## config.mk

```make
export PLATFORM = sky130hd
export DESIGN_NAME = serial_seq_tx
export DESIGN_NICKNAME = d
export VERILOG_FILES = /design/src/rtl/serial_seq_tx.sv
export SDC_FILE = /design/constraint.sdc
export NUM_CORES = 1
export LEC_CHECK = 0
export CORE_ASPECT_RATIO = 0.9
export CORE_UTILIZATION = 35
export DETAILED_ROUTE_END_ITERATION = 16
export SYNTH_ARGS = -nofsm -noshare
export SYNTH_HDL_FRONTEND = slang
export SYNTH_SLANG_ARGS = --single-unit
```

## constraint.sdc

```tcl
create_clock -name clk -period 2 [get_ports clk]
set_clock_uncertainty 0.2 [all_clocks]
set_input_delay 0.3 -clock clk [delete_from_list [all_inputs] [get_ports clk]]
set_output_delay 0.3 -clock clk [all_outputs]
set_load 0.03 [all_outputs]
```

## src/rtl/serial_seq_tx.sv

```systemverilog
// serial_seq_tx
// Serial sequence transmitter feeding the lab's sequence-detector FSMs.
// A frame of 1..WIDTH bits is taken from `data` and sent LSB-first on `w`,
// one bit per clock. After the frame, `w` is held at IDLE_LEVEL for GAP
// cycles, and then `done` pulses for one cycle.
//
// Parameters:
//   WIDTH      maximum frame length in bits (2..16)
//   GAP        idle cycles inserted after every frame (0..15)
//   IDLE_LEVEL level driven on `w` whenever no frame bit is on the line
//
// Ports:
//   clk    in   rising-edge clock
//   reset  in   asynchronous, active-low reset
//   start  in   frame request, sampled only while ready=1
//   data   in   frame bits, bit 0 sent first
//   len    in   number of bits to send, legal range 1..WIDTH
//   w      out  serial line (registered, glitch-free)
//   valid  out  high in every cycle in which `w` carries a frame bit
//   ready  out  high while idle and able to accept `start`
//   done   out  one-cycle pulse in the first idle cycle after a frame
//   err    out  one-cycle pulse after a start with an illegal `len`
//   state  out  current FSM state code (debug)

module serial_seq_tx #(
  parameter int   WIDTH      = 8,
  parameter int   GAP        = 2,
  parameter logic IDLE_LEVEL = 1'b0
) (
  input  logic             clk,
  input  logic             reset,
  input  logic             start,
  input  logic [WIDTH-1:0] data,
  input  logic [4:0]       len,
  output logic             w,
  output logic             valid,
  output logic             ready,
  output logic             done,
  output logic             err,
  output logic [1:0]       state
);

  typedef enum logic [1:0] {
    S_IDLE   = 2'b00,
    S_SHIFT  = 2'b01,
    S_GAP    = 2'b10,
    S_UNUSED = 2'b11
  } state_t;

  localparam logic [4:0] MAX_LEN  = 5'(WIDTH);
  localparam bit         HAS_GAP  = (GAP > 0);
  localparam logic [3:0] GAP_LOAD = (GAP > 0) ? 4'(GAP - 1) : 4'd0;

  state_t           cur_state;
  state_t           nxt_state;
  logic [WIDTH-1:0] shreg;
  logic [WIDTH-1:0] shreg_n;
  logic [4:0]       bit_cnt;
  logic [4:0]       bit_cnt_n;
  logic [3:0]       gap_cnt;
  logic [3:0]       gap_cnt_n;
  logic             w_q;
  logic             w_n;
  logic             valid_q;
  logic             valid_n;
  logic             done_q;
  logic             done_n;
  logic             err_q;
  logic             err_n;
  logic             len_ok;

  assign len_ok = (len != 5'd0) && (len <= MAX_LEN);

  // State and datapath registers. Reset aborts any frame in flight: the
  // line returns to the idle level at once and no done is produced.
  always_ff @(posedge clk or negedge reset) begin
    if (!reset) begin
      cur_state <= S_IDLE;
      shreg     <= '0;
      bit_cnt   <= '0;
      gap_cnt   <= '0;
      w_q       <= IDLE_LEVEL;
      valid_q   <= 1'b0;
      done_q    <= 1'b0;
      err_q     <= 1'b0;
    end else begin
      cur_state <= nxt_state;
      shreg     <= shreg_n;
      bit_cnt   <= bit_cnt_n;
      gap_cnt   <= gap_cnt_n;
      w_q       <= w_n;
      valid_q   <= valid_n;
      done_q    <= done_n;
      err_q     <= err_n;
    end
  end

  // Next-state and next-output logic. The line value for the coming cycle
  // is computed here and registered, so `w` never glitches. On acceptance,
  // bit 0 goes straight to the line and the shift register keeps the rest.
  // bit_cnt holds the number of frame bits still to be shown, counting the
  // bit currently on the line.
  always_comb begin
    nxt_state = cur_state;
    shreg_n   = shreg;
    bit_cnt_n = bit_cnt;
    gap_cnt_n = gap_cnt;
    w_n       = IDLE_LEVEL;
    valid_n   = 1'b0;
    done_n    = 1'b0;
    err_n     = 1'b0;

    case (cur_state)
      S_IDLE: begin
        if (start) begin
          if (len_ok) begin
            nxt_state = S_SHIFT;
            w_n       = data[0];
            valid_n   = 1'b1;
            shreg_n   = data >> 1;
            bit_cnt_n = len;
          end else begin
            err_n = 1'b1;
          end
        end
      end

      S_SHIFT: begin
        if (bit_cnt == 5'd1) begin
          // Last bit is on the line now; either idle out the gap or finish.
          bit_cnt_n = 5'd0;
          if (HAS_GAP) begin
            nxt_state = S_GAP;
            gap_cnt_n = GAP_LOAD;
          end else begin
            nxt_state = S_IDLE;
            done_n    = 1'b1;
          end
        end else begin
          w_n       = shreg[0];
          valid_n   = 1'b1;
          shreg_n   = shreg >> 1;
          bit_cnt_n = bit_cnt - 5'd1;
        end
      end

      S_GAP: begin
        if (gap_cnt == 4'd0) begin
          nxt_state = S_IDLE;
          done_n    = 1'b1;
        end else begin
          gap_cnt_n = gap_cnt - 4'd1;
        end
      end

      default: begin
        // Unused encoding recovers to idle on the next edge.
        nxt_state = S_IDLE;
      end
    endcase
  end

  assign w     = w_q;
  assign valid = valid_q;
  assign done  = done_q;
  assign err   = err_q;
  assign ready = (cur_state == S_IDLE);
  assign state = cur_state;

endmodule

```

==> impl_metrics.env, run 1 <==
export IMPL_status="finished with violations"
export IMPL_failed_checks="setup timing"
export IMPL_place_congestion=0.861
export IMPL_final_core_util_pct=51.9
export IMPL_ant_nets=0
export IMPL_timing_critical_path_fanout_max=5
export IMPL_slew_headroom_pct=72.1
export IMPL_cp_arrival_ns=2.08
export IMPL_cts_root_buffer_cell="clkbuf_4"
export IMPL_syn_area_per_cell_um2=11.6
export IMPL_endpoint_kind="flop"
export IMPL_layout_drive_gt1_share_pct=35.5
export IMPL_fp_coreArea_mm2=0.00304
export IMPL_highest_layer="met4"
export IMPL_ys_seq_area_share_pct=49.4
export IMPL_hp_class="input pin to asynchronous set/reset pin"
export IMPL_period_needed_ns=2.08
export IMPL_syn_to_final_growth_pct=41.6
export IMPL_p_leak_nw=0.707
export IMPL_dp_slack_ns=-0.262
export IMPL_wirelength_met1_um=965
export IMPL_grt_pass1_wl_mm=3.71
export IMPL_drc=0
export IMPL_power_mw=2.27
export IMPL_fin_hold_ws_ns=0.132
export IMPL_worst_ep_required_time_ns=2.00
export IMPL_hold_violations=0
export IMPL_synth_simple_gate_area_share_pct=17.3
export IMPL_ctsHoldBuffers=0
export IMPL_maxSlewViolCount=0
export IMPL_grt_usage_pct=14.7
export IMPL_crit_type="flop to flop"
export IMPL_ir_drop_mv=0.685
export IMPL_row_count=19
export IMPL_synthAdderAreaFrac_pct=3.37
export IMPL_path_cells="inv_2 > ha_4 > or4b_4 > nor2b_4 > nor2_4 > mux2_2"
export IMPL_die_x_um=61.5
export IMPL_synth_top_family_by_area="simple AND/OR/NAND/NOR gates"
export IMPL_cts_tree="yes"
export IMPL_yosys_cell_types_count=33
export IMPL_start_kind="flop"
export IMPL_syn_area_mm2=0.00111
export IMPL_setup_tns_final_ns=-0.316
export IMPL_max_cap_violations=0
export IMPL_clk_latency_ns=0.30
export IMPL_syn_num_nets=115
export IMPL_antenna_found_initial=0
export IMPL_clock_sinks=22
export IMPL_clockBufferDepth=2
export IMPL_numPortBuffers=22
export IMPL_ioPinCount=23
export IMPL_grt_setup_unrepaired="true"
export IMPL_fin_nets=158
export IMPL_numCtsBuffers=3
export IMPL_setup_viol=5
export IMPL_vias_per_cell=4.92
export IMPL_yosysWarnings=0
export IMPL_n_antenna_cell=0
export IMPL_clk_pin_slew_worst_paths_ns=0.12
export IMPL_power_density_mw_per_mm2=1440
export IMPL_cts_max_level=1
export IMPL_drtPass1Iterations=4
export IMPL_vias=886
export IMPL_muxShareOfSynthArea_pct=13.1
export IMPL_wl_met2_mm=1.15
export IMPL_syn_inst=96
export IMPL_timing_fmax_ghz=0.481
export IMPL_route_met3_wl_um=102
export IMPL_wl_per_cell_um=12.4
export IMPL_fin_crit_sh_pct=104
export IMPL_crit_path_top_delay_cell="or4b_4"
export IMPL_worst_slew_pin_transition_ns=0.416
export IMPL_ys_ff_latch=22
export IMPL_synth_compound_area_share_pct=11.8
export IMPL_layout_setup_ws_ns=-0.0776
export IMPL_first_iter_violations=37
export IMPL_slowest_delay_ns=0.46
export IMPL_start_util_pct=36.6
export IMPL_dp_hpwl_mm=1.70
export IMPL_grt_overflow=0
export IMPL_synth_xor_area_share_pct=1.57
export IMPL_grt_start_max_net_pins=23
export IMPL_wirelength_mm=2.23
export IMPL_die_area_mm2=0.00342
export IMPL_grt_pass1_vias=857
export IMPL_die_y_um=55.5
-- cell usage after synthesis --
| master | instances | area [um^2] |
|---|---|---|
| nand2b_1 | 2 | 12.5 |
| a221oi_1 | 1 | 8.76 |
| a32oi_1 | 1 | 8.76 |
| a21oi_1 | 3 | 15.0 |
| buf_4 | 1 | 7.51 |
| o32ai_1 | 1 | 8.76 |
| nor2b_4 | 1 | 13.8 |
| nor3b_1 | 1 | 7.51 |
| o21ai_0 | 6 | 30.0 |
| nor3_1 | 2 | 10.0 |
| a31oi_1 | 1 | 6.26 |
| or4b_4 | 1 | 13.8 |
| a22oi_1 | 1 | 7.51 |
| nand3_1 | 2 | 10.0 |
| nor2_1 | 10 | 37.5 |
| o31a_2 | 1 | 10.0 |
| nor4_1 | 1 | 6.26 |
| or3b_1 | 1 | 8.76 |
| a211oi_1 | 1 | 7.51 |
| mux2_2 | 13 | 146 |
| dfrtp_1 | 22 | 551 |
| nand2_1 | 1 | 3.75 |
| nor4_4 | 1 | 21.3 |
| nor2_4 | 1 | 11.3 |
| or3b_2 | 2 | 17.5 |
| buf_2 | 1 | 5.00 |
| nor2b_1 | 1 | 6.26 |
| xor2_1 | 2 | 17.5 |
| a22o_2 | 2 | 20.0 |
| inv_1 | 7 | 26.3 |
| nor4_2 | 1 | 12.5 |
| o31a_1 | 1 | 8.76 |
| ha_1 | 3 | 37.5 |
-- cells by family (layout without fill, tap and decap cells) --
logic type,after synthesis,in the layout
AO/OA/AOI/OAI,19,19
XOR/XNOR,2,2
adder cells (fa/ha/maj),3,3
buffers and inverters,9,50
flip-flops,22,22
multiplexers,13,13
AND/OR/NAND/NOR,28,29
-- timing repair --
action / 4_1_cts / 5_1_grt
pin swaps: 1 / 0
buffers inserted: 1 / 0
setup endpoints to repair: 8 / 12
cloned: 1 / 0
endpoints found under the hold margin: 0 / 0
gates resized for setup: 2 / 8
-- through the flow --
step / cells / instance area (um^2)
floorplan: 96 / 1110
global placement: 174 / 1500
detailed placement: 174 / 1500
CTS: 180 / 1550
global route: 180 / 1580
finish: 180 / 1580
-- state kept, by name (all words and copies together) (netlist names) --
name / cells
bit_cnt: 5
err: 1
state: 2
gap_cnt: 4
done: 1
w: 1
valid: 1
shreg: 7
-- layout by cell type, fill, tap and decap left out, types with 3 or more instances in the layout --
master           Yosys  routed
a21oi_1              3       3
buf_4                1      17
clkbuf_4             0       3
clkdlybuf4s50_1      0      20
dfrtp_1             22      22
inv_1                7       6
mux2_2              13      12
nor2_1              10      10
o21ai_0              6       4
-- worst paths after layout --
check,from,end,slack (ns),depth (start not counted)
max in group asynchronous,reset,gap_cnt[1],1.24,2
worst min register to register,shreg[1],shreg[1],0.32,1
worst min-delay path,reset,bit_cnt[2],0.13,2
min in group clk,shreg[1],shreg[1],0.32,1
worst max-delay path,bit_cnt[1],shreg[5],-0.08,6
worst max register to register,bit_cnt[1],shreg[5],-0.08,6
-- critical path: cells and delay by family, from the launching register on --
kind / cells / cell delay, ns
mux: 1 / 0.36
flops: 1 / 0.42
simple gates: 3 / 0.81
buf+inv: 1 / 0.08
fa+ha+maj: 1 / 0.11
-- layer usage --
| metal | track usage [%] | vias to the layer above |
|---|---|---|
| met5 | 0 | - |
| met4 | 3.81 | 0 |
| met3 | 4.45 | 4 |
| met2 | 23.8 | 26 |
| met1 | 18.8 | 428 |
| li1 | - | 428 |
-- power breakdown --
part | switching, mW | internal (mW)
Sequential | 0.113 | 0.629
Clock | 0.130 | 0.111
Combinational | 0.616 | 0.668
-- cell type report --
type / count / area, um^2
multi-input cells: 66 / 564
flip-flops and latches: 22 / 551
inverters: 7 / 26.3
clock buffers: 4 / 36.3
repair buffers: 39 / 349
fillers: 303 / 1460
well taps: 42 / 52.6
Note: power is estimated with default switching activity, not from simulation.
==> run 2, diff against run 1 <==
==> constraint.sdc (replaced) <==
create_clock -name clk -period 2 [get_ports clk]
set_clock_uncertainty 0.2 [all_clocks]
set_input_delay 0.2 -clock clk [delete_from_list [all_inputs] [get_ports clk]]
set_output_delay 0.2 -clock clk [all_outputs]
set_load 0.03 [all_outputs]
==> impl_metrics.env, run 2 (same netlist as run 1, synthesis figures left out) <==
export IMPL_row_count=19
export IMPL_crit_path_top_delay_cell="or4b_4"
export IMPL_hp_class="input pin to asynchronous set/reset pin"
export IMPL_grt_start_max_net_pins=23
export IMPL_vias_per_cell=4.98
export IMPL_regToRegSetupSlack_ns=-0.07
export IMPL_critPathBufInv=1
export IMPL_grt_pass1_wl_mm=4.05
export IMPL_largest_reg_flops=7
export IMPL_path_cells="inv_2 > ha_4 > or4b_4 > nor2b_4 > nor2_4 > mux2_2"
export IMPL_start_util_pct=36.6
export IMPL_slew_headroom_pct=71.2
export IMPL_top_regs="shreg x7, bit_cnt x5, gap_cnt x4"
export IMPL_die_y_um=55.5
export IMPL_worstReg2RegEnd="shreg[5]"
export IMPL_fin_hold_ws_ns=0.0319
export IMPL_power_density_mw_per_mm2=1440
export IMPL_antenna_found_initial=0
export IMPL_dp_slack_ns=-0.160
export IMPL_first_iter_violations=15
export IMPL_num_fill_cells=309
export IMPL_place_congestion=0.876
export IMPL_dp_hpwl_mm=1.78
export IMPL_timing_critical_path_fanout_max=5
export IMPL_ant_nets=0
export IMPL_final_common_cell="dfrtp_1"
export IMPL_wl_per_cell_um=13.2
export IMPL_endpoint_kind="flop"
export IMPL_grt_pass1_vias=906
export IMPL_failed_checks="setup timing"
export IMPL_p_leak_nw=0.685
export IMPL_cts_max_level=1
export IMPL_grt_usage_pct=16.1
export IMPL_ctsHoldBuffers=0
export IMPL_cp_arrival_ns=2.07
export IMPL_drtPass1Iterations=4
export IMPL_fin_crit_sh_pct=103
export IMPL_vias=891
export IMPL_layout_setup_ws_ns=-0.0657
export IMPL_grt_overflow=0
export IMPL_ir_drop_mv=0.756
export IMPL_start_kind="flop"
export IMPL_numCtsBuffers=3
export IMPL_drc=0
export IMPL_timing_fmax_ghz=0.484
export IMPL_slowest_delay_ns=0.46
export IMPL_power_mw=2.26
export IMPL_hold_violations=0
export IMPL_crit_type="flop to flop"
export IMPL_critPathTopFamily="simple AND/OR/NAND/NOR gates"
export IMPL_top_register="shreg"
export IMPL_rr_startpoint="bit_cnt[1]"
export IMPL_cts_tree="yes"
export IMPL_max_cap_violations=0
export IMPL_cts_root_buffer_cell="clkbuf_4"
export IMPL_clockBufferDepth=2
export IMPL_final_cell_mix="22 x dfrtp_1, 21 x clkdlybuf4s50_1, 15 x buf_4, 13 x mux2_2, 10 x nor2_1"
export IMPL_layout_drive_gt1_share_pct=35.8
export IMPL_die_x_um=61.5
export IMPL_worst_ep_required_time_ns=2.00
export IMPL_fin_nets=157
export IMPL_clk_latency_ns=0.30
export IMPL_clk_pin_slew_worst_paths_ns=0.12
export IMPL_wirelength_mm=2.36
export IMPL_status="finished with violations"
export IMPL_ioPinCount=23
export IMPL_syn_to_final_growth_pct=40.9
export IMPL_n_antenna_cell=0
export IMPL_fp_coreArea_mm2=0.00304
export IMPL_die_area_mm2=0.00342
export IMPL_cp_depth=6
export IMPL_grt_setup_unrepaired="true"
export IMPL_period_needed_ns=2.07
export IMPL_post_cts_buffers=0
export IMPL_numPortBuffers=22
export IMPL_reg2reg_depth=6
export IMPL_setup_viol=6
export IMPL_worst_slew_pin_transition_ns=0.429
export IMPL_clock_sinks=22
export IMPL_maxSlewViolCount=0
## run 2: cell count changes in the layout (fill, tap and decap cells not counted), sizes merged
cell / change
buf: -1
clkdlybuf4s50: +1
dlygate4sd2: -1
## run 2: layout make-up
type	count	area [um^2]	share of cell area, %
clock buffers	4	36.3	2.31
inverters	7	26.3	1.67
multi-input cells	66	558	35.5
flip-flops and latches	22	551	35.1
well taps	42	52.6	3.35
repair buffers	38	347	22.1
## run 2: worst max-delay path by stage
stage               startpoint          to  slack [ns]
floorplan           bit_cnt[1]    shreg[0]       -0.03
global route        bit_cnt[1]    shreg[1]       -0.14
detailed placement      len[1]  bit_cnt[0]       -0.16
finish              bit_cnt[1]    shreg[5]       -0.07
global placement        len[1]    shreg[0]       -0.13
CTS                 bit_cnt[1]    shreg[3]       -0.08
## run 2: layer usage
layer	track usage, %	share of wire, %	vias up
met5	0	0	-
li1	-	-	432
met1	19.2	42	432
met3	5.39	3.6	6
met4	5.08	2.1	0
met2	26.7	52	21
## run 2: report_power, final
part / switching [mW] / internal (mW)
Clock: 0.129 / 0.111
Combinational: 0.618 / 0.658
Sequential: 0.115 / 0.629
Total: 0.862 / 1.40
## run 2: metrics by stage
| step | utilization, % | instances | setup TNS [ns] | cell area (um^2) |
|---|---|---|---|---|
| after global placement | 49.1 | 174 | -1.22 | 1500 |
| after global routing | 51.6 | 179 | -0.904 | 1570 |
| after floorplan | - | 96 | -0.181 | 1110 |
| after CTS | 50.7 | 179 | -0.433 | 1540 |
| after detailed placement | 49.1 | 174 | -1.59 | 1500 |
| final | 51.6 | 179 | -0.288 | 1570 |
## run 2: what timing repair did
item                       CTS  global route
gates cloned                 1             0
setup endpoints to repair    8            13
resized for setup            2             7
pin swaps                    1             2
## run 2: worst register-to-register path: cells and delay by family (launching register included)
family | cells | cell delay, ns
adder cells (fa/ha/maj) | 1 | 0.11
buffers and inverters | 1 | 0.08
flip-flops | 1 | 0.41
multiplexers | 1 | 0.36
AND/OR/NAND/NOR | 3 | 0.80
